**config.mk**
```make
export PLATFORM = sky130hd
export DESIGN_NAME = sr_run_sequencer_flat
export DESIGN_NICKNAME = d
export VERILOG_FILES = /design/src/rtl/sr_run_sequencer_if.sv /design/src/rtl/sr_run_sequencer.sv /design/src/flat_wrapper.sv
export SDC_FILE = /design/constraint.sdc
export NUM_CORES = 1
export LEC_CHECK = 0
export ABC_CLOCK_PERIOD_IN_PS = 3790
export CAP_MARGIN = 10
export CORE_UTILIZATION = 40
export CTS_BUF_LIST = sky130_fd_sc_hd__clkbuf_4 sky130_fd_sc_hd__clkbuf_8
export CTS_CLUSTER_SIZE = 16
export DETAILED_ROUTE_END_ITERATION = 10
export SYNTH_ARGS = -nofsm -noshare
export SYNTH_HDL_FRONTEND = slang
export SYNTH_SLANG_ARGS = --single-unit
```
**constraint.sdc**
```tcl
create_clock -name clk -period 3.79 [get_ports clk]
set_clock_uncertainty 0.1 [all_clocks]
set_input_delay 0.5685 -clock clk [delete_from_list [all_inputs] [get_ports clk]]
set_output_delay 0.5685 -clock clk [all_outputs]
set_load 0.05 [all_outputs]
```
**src/rtl/sr_run_sequencer_if.sv**
```systemverilog
// sr_run_sequencer_if: command handshake, counter start/stop and status bundle for
// sr_run_sequencer.
//
// Modports:
//   master - the sequencer. It takes in the command and the counter feedback
//            (cmd_valid, cmd_len, stop_echo, count_in). It drives cmd_ready, start,
//            stop, busy, done and err_timeout.
//   slave  - the environment: the command source together with the counter.
//
// Optional feature: define SR_SEQ_COUNT_CHECK_EN to add err_mismatch.
interface sr_run_sequencer_if #(
    parameter int unsigned LEN_W = 8
);
    logic             cmd_valid;
    logic             cmd_ready;
    logic [LEN_W-1:0] cmd_len;
    logic             start;
    logic             stop;
    logic             stop_echo;
    logic [3:0]       count_in;
    logic             busy;
    logic             done;
    logic             err_timeout;
`ifdef SR_SEQ_COUNT_CHECK_EN
    logic             err_mismatch;
`endif

    modport master (
        input  cmd_valid, cmd_len, stop_echo, count_in,
`ifdef SR_SEQ_COUNT_CHECK_EN
        output err_mismatch,
`endif
        output cmd_ready, start, stop, busy, done, err_timeout
    );

    modport slave (
        output cmd_valid, cmd_len, stop_echo, count_in,
`ifdef SR_SEQ_COUNT_CHECK_EN
        input  err_mismatch,
`endif
        input  cmd_ready, start, stop, busy, done, err_timeout
    );
endinterface

```
**src/rtl/sr_run_sequencer.sv**
```systemverilog
// sr_run_sequencer: the initiator for a start/stop enable counter.
// The block accepts a run command of cmd_len cycles, where a length of 0 is treated
// as 1. It sends one start pulse, and after cmd_len cycles it sends one stop pulse.
// With this timing the counter is enabled for exactly cmd_len cycles. The block
// then waits for the counter's stop echo, which arrives two cycles after stop. If
// the echo arrives, done pulses. If it does not arrive in time, the sticky
// err_timeout flag is set.
//
// Ports:
//   clk    - rising-edge clock
//   reset  - asynchronous, active-high; clears all state
//   bus    - sr_run_sequencer_if.master (command handshake, start/stop, status)
//
// Optional feature: when SR_SEQ_COUNT_CHECK_EN is defined, the block compares
// count_in at the echo with (base + len) mod COUNT_MOD. On a mismatch it sets
// the sticky err_mismatch flag.
module sr_run_sequencer #(
    parameter int unsigned LEN_W        = 8,
    parameter int unsigned ECHO_TIMEOUT = 4,
    parameter int unsigned COUNT_MOD    = 14
) (
    input logic                 clk,
    input logic                 reset,
    sr_run_sequencer_if.master  bus
);
    localparam int unsigned TmrW = $clog2(ECHO_TIMEOUT + 1);

    localparam logic [2:0] StIdle  = 3'd0;
    localparam logic [2:0] StStart = 3'd1;
    localparam logic [2:0] StRun   = 3'd2;
    localparam logic [2:0] StStop  = 3'd3;
    localparam logic [2:0] StEcho  = 3'd4;

    if (ECHO_TIMEOUT < 3 || COUNT_MOD < 2 || COUNT_MOD > 16) begin : g_bad_params
        $error("sr_run_sequencer: ECHO_TIMEOUT must be >= 3 and COUNT_MOD in 2..16");
    end

    logic [2:0]       state_q, state_d;
    logic [LEN_W-1:0] len_q, len_d;
    logic [LEN_W-1:0] cnt_q, cnt_d;
    logic [TmrW-1:0]  tmr_q, tmr_d;
    logic             cmd_ready_q, start_q, stop_q, busy_q, done_q, done_d;
    logic             err_timeout_q, err_timeout_d;

    always_comb begin
        state_d       = state_q;
        len_d         = len_q;
        cnt_d         = cnt_q;
        tmr_d         = tmr_q;
        done_d        = 1'b0;
        err_timeout_d = err_timeout_q;
        case (state_q)
            StIdle: begin
                if (bus.cmd_valid && cmd_ready_q) begin
                    len_d   = (bus.cmd_len == '0) ? LEN_W'(1) : bus.cmd_len;
                    state_d = StStart;
                end
            end
            StStart: begin
                cnt_d   = len_q - LEN_W'(1);
                state_d = (len_q == LEN_W'(1)) ? StStop : StRun;
            end
            StRun: begin
                // Go to STOP when this decrement brings the counter to zero.
                cnt_d = cnt_q - LEN_W'(1);
                if (cnt_q == LEN_W'(1)) begin
                    state_d = StStop;
                end
            end
            StStop: begin
                tmr_d   = '0;
                state_d = StEcho;
            end
            StEcho: begin
                if (bus.stop_echo) begin
                    done_d  = 1'b1;
                    state_d = StIdle;
                end else if (tmr_q == TmrW'(ECHO_TIMEOUT - 1)) begin
                    err_timeout_d = 1'b1;
                    state_d       = StIdle;
                end else begin
                    tmr_d = tmr_q + TmrW'(1);
                end
            end
            default: state_d = StIdle;
        endcase
    end

    // The outputs are registered decodes of the next state. Because of this,
    // start and stop can never be high at the same time.
    always_ff @(posedge clk or posedge reset) begin
        if (reset) begin
            state_q       <= StIdle;
            len_q         <= '0;
            cnt_q         <= '0;
            tmr_q         <= '0;
            cmd_ready_q   <= 1'b1;
            start_q       <= 1'b0;
            stop_q        <= 1'b0;
            busy_q        <= 1'b0;
            done_q        <= 1'b0;
            err_timeout_q <= 1'b0;
        end else begin
            state_q       <= state_d;
            len_q         <= len_d;
            cnt_q         <= cnt_d;
            tmr_q         <= tmr_d;
            cmd_ready_q   <= (state_d == StIdle);
            start_q       <= (state_d == StStart);
            stop_q        <= (state_d == StStop);
            busy_q        <= (state_d != StIdle);
            done_q        <= done_d;
            err_timeout_q <= err_timeout_d;
        end
    end

    assign bus.cmd_ready   = cmd_ready_q;
    assign bus.start       = start_q;
    assign bus.stop        = stop_q;
    assign bus.busy        = busy_q;
    assign bus.done        = done_q;
    assign bus.err_timeout = err_timeout_q;

`ifdef SR_SEQ_COUNT_CHECK_EN
    localparam int unsigned ExpW = LEN_W + 1;

    logic [ExpW-1:0] exp_q, exp_d;
    logic            err_mismatch_q, err_mismatch_d;

    // In START, exp is loaded with base + len. After that, it loses one modulus
    // per cycle until it is in range. There are always at least len+1 cycles
    // before the echo can arrive, which is enough for any sum.
    always_comb begin
        exp_d          = exp_q;
        err_mismatch_d = err_mismatch_q;
        if (state_q == StStart) begin
            exp_d = {1'b0, len_q} + ExpW'(bus.count_in);
        end else if (state_q != StIdle && exp_q >= ExpW'(COUNT_MOD)) begin
            exp_d = exp_q - ExpW'(COUNT_MOD);
        end
        if (state_q == StEcho && bus.stop_echo && ExpW'(bus.count_in) != exp_q) begin
            err_mismatch_d = 1'b1;
        end
    end

    always_ff @(posedge clk or posedge reset) begin
        if (reset) begin
            exp_q          <= '0;
            err_mismatch_q <= 1'b0;
        end else begin
            exp_q          <= exp_d;
            err_mismatch_q <= err_mismatch_d;
        end
    end

    assign bus.err_mismatch = err_mismatch_q;
`endif
endmodule

```
**src/flat_wrapper.sv**
```systemverilog
// flat-port wrapper written by rule: the top's interface ports become plain ports
module sr_run_sequencer_flat 
#(
    parameter int unsigned LEN_W        = 8,
    parameter int unsigned ECHO_TIMEOUT = 4,
    parameter int unsigned COUNT_MOD    = 14
)
  (clk, reset, bus_cmd_valid, bus_cmd_len, bus_stop_echo, bus_count_in, bus_cmd_ready, bus_start, bus_stop, bus_busy, bus_done, bus_err_timeout);
  sr_run_sequencer_if #(.LEN_W(LEN_W)) bus_i ();
  input logic clk;
  input logic reset;
  input wire logic [$bits(bus_i.cmd_valid)-1:0] bus_cmd_valid;
  input wire logic [$bits(bus_i.cmd_len)-1:0] bus_cmd_len;
  input wire logic [$bits(bus_i.stop_echo)-1:0] bus_stop_echo;
  input wire logic [$bits(bus_i.count_in)-1:0] bus_count_in;
  output wire logic [$bits(bus_i.cmd_ready)-1:0] bus_cmd_ready;
  output wire logic [$bits(bus_i.start)-1:0] bus_start;
  output wire logic [$bits(bus_i.stop)-1:0] bus_stop;
  output wire logic [$bits(bus_i.busy)-1:0] bus_busy;
  output wire logic [$bits(bus_i.done)-1:0] bus_done;
  output wire logic [$bits(bus_i.err_timeout)-1:0] bus_err_timeout;
  assign bus_i.cmd_valid = bus_cmd_valid;
  assign bus_i.cmd_len = bus_cmd_len;
  assign bus_i.stop_echo = bus_stop_echo;
  assign bus_i.count_in = bus_count_in;
  assign bus_cmd_ready = bus_i.cmd_ready;
  assign bus_start = bus_i.start;
  assign bus_stop = bus_i.stop;
  assign bus_busy = bus_i.busy;
  assign bus_done = bus_i.done;
  assign bus_err_timeout = bus_i.err_timeout;
  sr_run_sequencer #(.LEN_W(LEN_W), .ECHO_TIMEOUT(ECHO_TIMEOUT), .COUNT_MOD(COUNT_MOD)) u_core (.clk(clk), .reset(reset), .bus(bus_i));
endmodule
```
### Word level (Yosys, flattened, before mapping)

Cells that the tools add are included.

| word-level totals | value |
|---|---|
| logic and storage cells | 48 |
| bits in writable memories | 0 |
| output and inout port bits | 6 |
| ROM bits | 0 |
| input port bits | 16 |
| memories kept | 0 |
| latch bits | 0 |
| register bits after elaboration | 28 |

| cells by class | value |
|---|---|
| $add $sub $neg | 3 |
| bitwise gates (word level) | 1 |
| mux-type cells | 13 |
| divide/modulo/power cells | 0 |
| $lt $le $gt $ge | 0 |
| eq/ne operators | 11 |
| multipliers | 0 |
| reductions and logical operators | 10 |
| shift-type cells | 0 |

Operator list:

| cell | number |
|---|---|
| two-way mux 3 bit | 6 |
| == test 8 x 1 -> 1 bit (second input constant) | 2 |
| one-hot mux 8 bit (2 select lines) | 1 |
| subtractor 8 x 1 -> 8 bit (second input constant) | 2 |
| one-hot mux 3 bit (5 select lines) | 1 |
| == test 3 x 2 -> 1 bit (second input constant) | 4 |
| logical NOT 8 bit | 1 |
| two-way mux 8 bit | 1 |
| == test 3 x 1 -> 1 bit (second input constant) | 2 |
| logical NOT 3 bit | 2 |
| one-hot mux 3 bit (2 select lines) | 1 |
| AND reduction 3 bit | 2 |
| inequality test 2 bit (second input constant) | 2 |
| nonzero test 2 bit | 2 |
| adder 3 x 1 -> 3 bit (second input constant) | 1 |
| == test 3 bit (second input constant) | 1 |
| two-way mux 1 bit | 3 |
| nonzero test 3 bit | 1 |
| AND reduction 2 bit | 1 |
| logical AND 1 bit | 1 |
| inverter 1 bit | 1 |

### Logic depth before layout (Yosys ltp)

| logic depth | value |
|---|---|
| word-level depth | 5 |
| depth in mapped cells | 6 |
| depth with buffers taken out | 6 |

### Worst setup path after synthesis

OpenSTA, ideal clock, no wires.

| path | value |
|---|---|
| path type | flip-flop to flip-flop |
| from | reg u_core.cmd_ready_q (netlist: u_core.bus.cmd_ready) |
| to | reg u_core.len_q[2] |
| setup time | 0.125 ns |
| clock period less this slack | 1.867 ns |
| slack | 1.923 ns |
| data arrival time | 1.642 ns |
| required time | 3.565 ns |
| buffers on the path | 1 |
| cell stages (with the launch flop) | 5 |
| path through | dfstp_2 -> nand2_1 -> nor4_1 -> buf_2 -> mux2_2 |

| on the way | value |
|---|---|
| longest elaborated chain between the ends | 2 |

RTL lines:

| item | line | source |
|---|---|---|
| from (decl) | sr_run_sequencer.sv:42 | `logic cmd_ready_q, start_q, stop_q, busy_q, done_q, done_d;` |
| from (signal assigned) | sr_run_sequencer.sv:108 | `cmd_ready_q <= (state_d == StIdle);` |
| logical AND 1 bit | sr_run_sequencer.sv:54 | `if (bus.cmd_valid && cmd_ready_q) begin` |
| AND reduction 2 bit (no line) | n/a |  |
| to (signal assigned) | sr_run_sequencer.sv:105 | `len_q <= len_d;` |
| to (decl) | sr_run_sequencer.sv:39 | `logic [LEN_W-1:0] len_q, len_d;` |

No other way between the ends.
A chain may end at the register's enable or synchronous reset.

### Worst setup path in the final report

| path | value |
|---|---|
| from | reg u_core.cmd_ready_q (netlist: u_core.bus.cmd_ready) |
| to | out bus_cmd_ready |

RTL lines:

| item | line | source |
|---|---|---|
| to (decl) | flat_wrapper.sv:16 | `output wire logic [$bits(bus_i.cmd_ready)-1:0] bus_cmd_ready;` |

No word-level cell between the ends.

==> out/summary.log <==
[run_status] run status finished, final reports clean
[yosys] biggest area consumer among synthesized cells sky130_fd_sc_hd__dfrtp_1
[critical_path] critical path startpoint category register
[layout] fraction of final layout cells with drive strength greater than 1 12.7%
[floorplanning] Core Footprint 3470 µm²
[timing] part of the cycle the worst path needs 60.3%
[clock_network] setup repair bufs after CTS 0
[power] standby leakage power 0.779 nW
[routing] post-route DRC violation count 0
[timing] count of pins over their slew limit 0
[global_routing] via count of the first global-routing pass 1109
[yosys] XOR/XNOR Fraction of Synth Area 3.51%
[routing] routed via count 1111
[yosys] combinational family with the most area after synthesis simple AND/OR/NAND/NOR gates
[clock_network] number of gates resized after CTS 0
[layout] Net count, final 180
[hold_path] hold crit path type register to register
[yosys] mux contribution to synthesized area 6.52%
[critical_path] worst path cell trace clkdlybuf4s50_1
[placement] HPWL after DPL 2230 µm
[global_routing] number of antenna violations at the first check in global routing 0
[power] power density normalized to cell area 858 nW/µm²
[critical_path] longest individual stage delay on the worst path 790 ps
[critical_path] Data required, critical path 3120 ps
[clock_network] clock transition at the register clock pins on the worst setup and hold paths after CTS 100 ps
[timing] transition at the pin with the smallest max-transition slack 1060 ps
[layout] design area 1770 µm²
[routing] detail-routed via count per cell 5.47
[critical_path] r2r setup slk 1840 ps
[floorplanning] DIE AREA 3990 µm²
[flow_run] Max-Cap Viols 0
[timing] hold slack 391 ps
[clock_network] CTS tree built
[timing] TNS Setup 0 ps
[floorplanning] number of rows created at floorplan 21
[routing] Post-Route WL 2950 µm
[yosys] most frequently used cell type in the post-synthesis netlist sky130_fd_sc_hd__dfrtp_1
[critical_path] maximum net fanout on the critical path 2
[floorplanning] y dimension of the die 63.2 µm
[timing] setup repair after global routing missed its margin no
[critical_path] critical path capture point type output port
[routing] first-pass iteration count of the detailed router 4
[global_routing] global-route wire length before repair 5200 µm
[clock_network] clk root buf sky130_fd_sc_hd__clkbuf_8
[yosys] per-instance average area after synthesis 10.7 µm²
[yosys] count of warnings emitted by yosys 0
[floorplanning] initial standard-cell utilization of the core 43.2%
[yosys] number of flops mapped to enable cells by yosys 0
[yosys] synthesized-area fraction occupied by and/or/nand/nor cells 20.2%
[clock_network] deepest clock path buffer count 2
[clock_network] cts bufs inserted 3
[floorplanning] I/O pin count 22
[clock_network] total of hold buffers inserted after clock tree synthesis 0
[timing] final setup violating endpoints 0
[timing] Peak Freq 437 MHz
[yosys] commonest register cell after synthesis sky130_fd_sc_hd__dfrtp_1
[placement] PortBufs 17
[placement] RD Place Congestion 0.741
[global_routing] grt ovf 0
[clock_network] number of sinks driven by the clock tree 28
[yosys] most instantiated cells after synthesis sky130_fd_sc_hd__dfrtp_1 (27), sky130_fd_sc_hd__o21ai_0 (11), sky130_fd_sc_hd__nand2_1 (10)
[critical_path] library cell contributing the largest single delay on the critical path sky130_fd_sc_hd__clkdlybuf4s50_1
[critical_path] path type of the worst setup path register to output port
[layout] Area Overhead vs Synth 18.0%
[critical_path] arrival time at the worst endpoint 1620 ps
[global_routing] all-layer global routing usage 16.7%
[floorplanning] floorplan die width 63.2 µm
[routing] initial detailed-routing violation count 53
[yosys] sequential-to-total area share from yosys stat 46.9%
[critical_path] worst path bufs/invs 1
[clock_network] H-tree level count 1
[clock_network] clock insertion delay at the later pin of the skew report 280 ps
[yosys] number of different library cells in the post-synthesis netlist 42
[timing] final count of hold timing violations 0
[routing] remaining number of nets flagged by the antenna check after routing 0
[routing] Routed wire per std cell 14.5 µm
[yosys] number of standard cells after synthesis 140
[timing] min Tclk post-route 2290 ps
[yosys] area fraction of the dominant cell type after synthesis 45.1%
[yosys] Area contributors post-synth sky130_fd_sc_hd__dfrtp_1 (45%), sky130_fd_sc_hd__ha_1 (5.0%), sky130_fd_sc_hd__mux2_2 (4.5%)
[yosys] arithmetic-cell share of the synthesized area counting full adders, half adders and majority gates 5.01%
[timing] worst-case headroom to the max-slew limit 29.5%
[yosys] post-synthesis instance area 1500 µm²
[yosys] Synth Register Bits 28
[placement] cell area after placement 1700 µm²
[power] worst voltage drop across the vdd grid 0.342 mV
[yosys] net count after synthesis 162
[yosys] async set-reset flop share out of synthesis 100%
[critical_path] family with the most delay on the worst path buffers and inverters
[global_routing] pin count of the biggest net entering global routing 29
[layout] count of antenna diodes in the layout 0
[yosys] Compound-Gate Fraction of Synth Area 12.4%
## report_power, final
group          internal (mW)  leakage [nW]  total [mW]  switching, mW
logic                  0.317         0.391       0.690          0.374
registers              0.432         0.352       0.586          0.154
clock network          0.142        0.0357       0.240         0.0986
## path summary, 6_finish.rpt
path,endpoint,cells past startpoint,from
setup / recovery,bus_cmd_ready,1,u_core.bus.cmd_ready
hold reg to reg,u_core.tmr_q[0],1,u_core.tmr_q[0]
min in group asynchronous,u_core.len_q[3],2,reset
hold / removal,u_core.tmr_q[0],1,u_core.tmr_q[0]
max in group asynchronous,u_core.cnt_q[5],2,reset
setup reg to reg,u_core.bus.busy,4,u_core.state_q[0]
## cell type report
type,instances,area (µm²)
clock buffers,3,41.3
clock inverters,1,30.0
fillers,348,1700
inverters,9,38.8
multi-input cells,98,721
flip-flops and latches,28,702
well taps,46,57.6
repair buffers,18,178
## cell families after synthesis
logic type,after synthesis
mux,9
simple gates,50
compound gates,27
xor+xnor,6
fa+ha+maj,6
flops,28
buf+inv,14
## flip-flops by register name (all words and copies together), names as in the netlist
signal,count
u_core.cnt_q,8
u_core.len_q,8
u_core.state_q,3
u_core.tmr_q,3
u_core.bus.busy,1
u_core.bus.cmd_ready,1
u_core.bus.done,1
u_core.bus.err_timeout,1
u_core.bus.start,1
u_core.bus.stop,1
## through the flow
step                      cells  util [%]  setup WS [ps]  power, mW
after global placement      199      48.9           1750       1.26
final                       203      51.0           1500       1.52
after CTS                   203      51.0           1490       1.53
after global routing        203      51.0           1470       1.64
after floorplan             140         -           1920       1.12
after detailed placement    199      48.9           1750       1.29
## cells in the final DEF, fill, tap and decap left out, drive strengths merged, types with 4 or more instances in the layout
| cell type | count |
|---|---|
| nand2 | 10 |
| nor4 | 5 |
| xor2 | 4 |
| o21ai | 11 |
| nor2 | 9 |
| mux2 | 6 |
| or4 | 5 |
| clkdlybuf4s50 | 17 |
| or3 | 4 |
| inv | 8 |
| ha | 6 |
| nand3 | 4 |
| dfrtp | 27 |
## metal layers
layer | up-vias | part of all wire, % | global-route usage [%]
met1 | 533 | 47 | 22.6
li1 | 542 | - | -
met4 | 0 | 1.9 | 6.82
met2 | 31 | 47 | 26.3
met5 | - | 0 | 0
met3 | 5 | 4.7 | 2.72
Power figures use the tool's default switching activity.
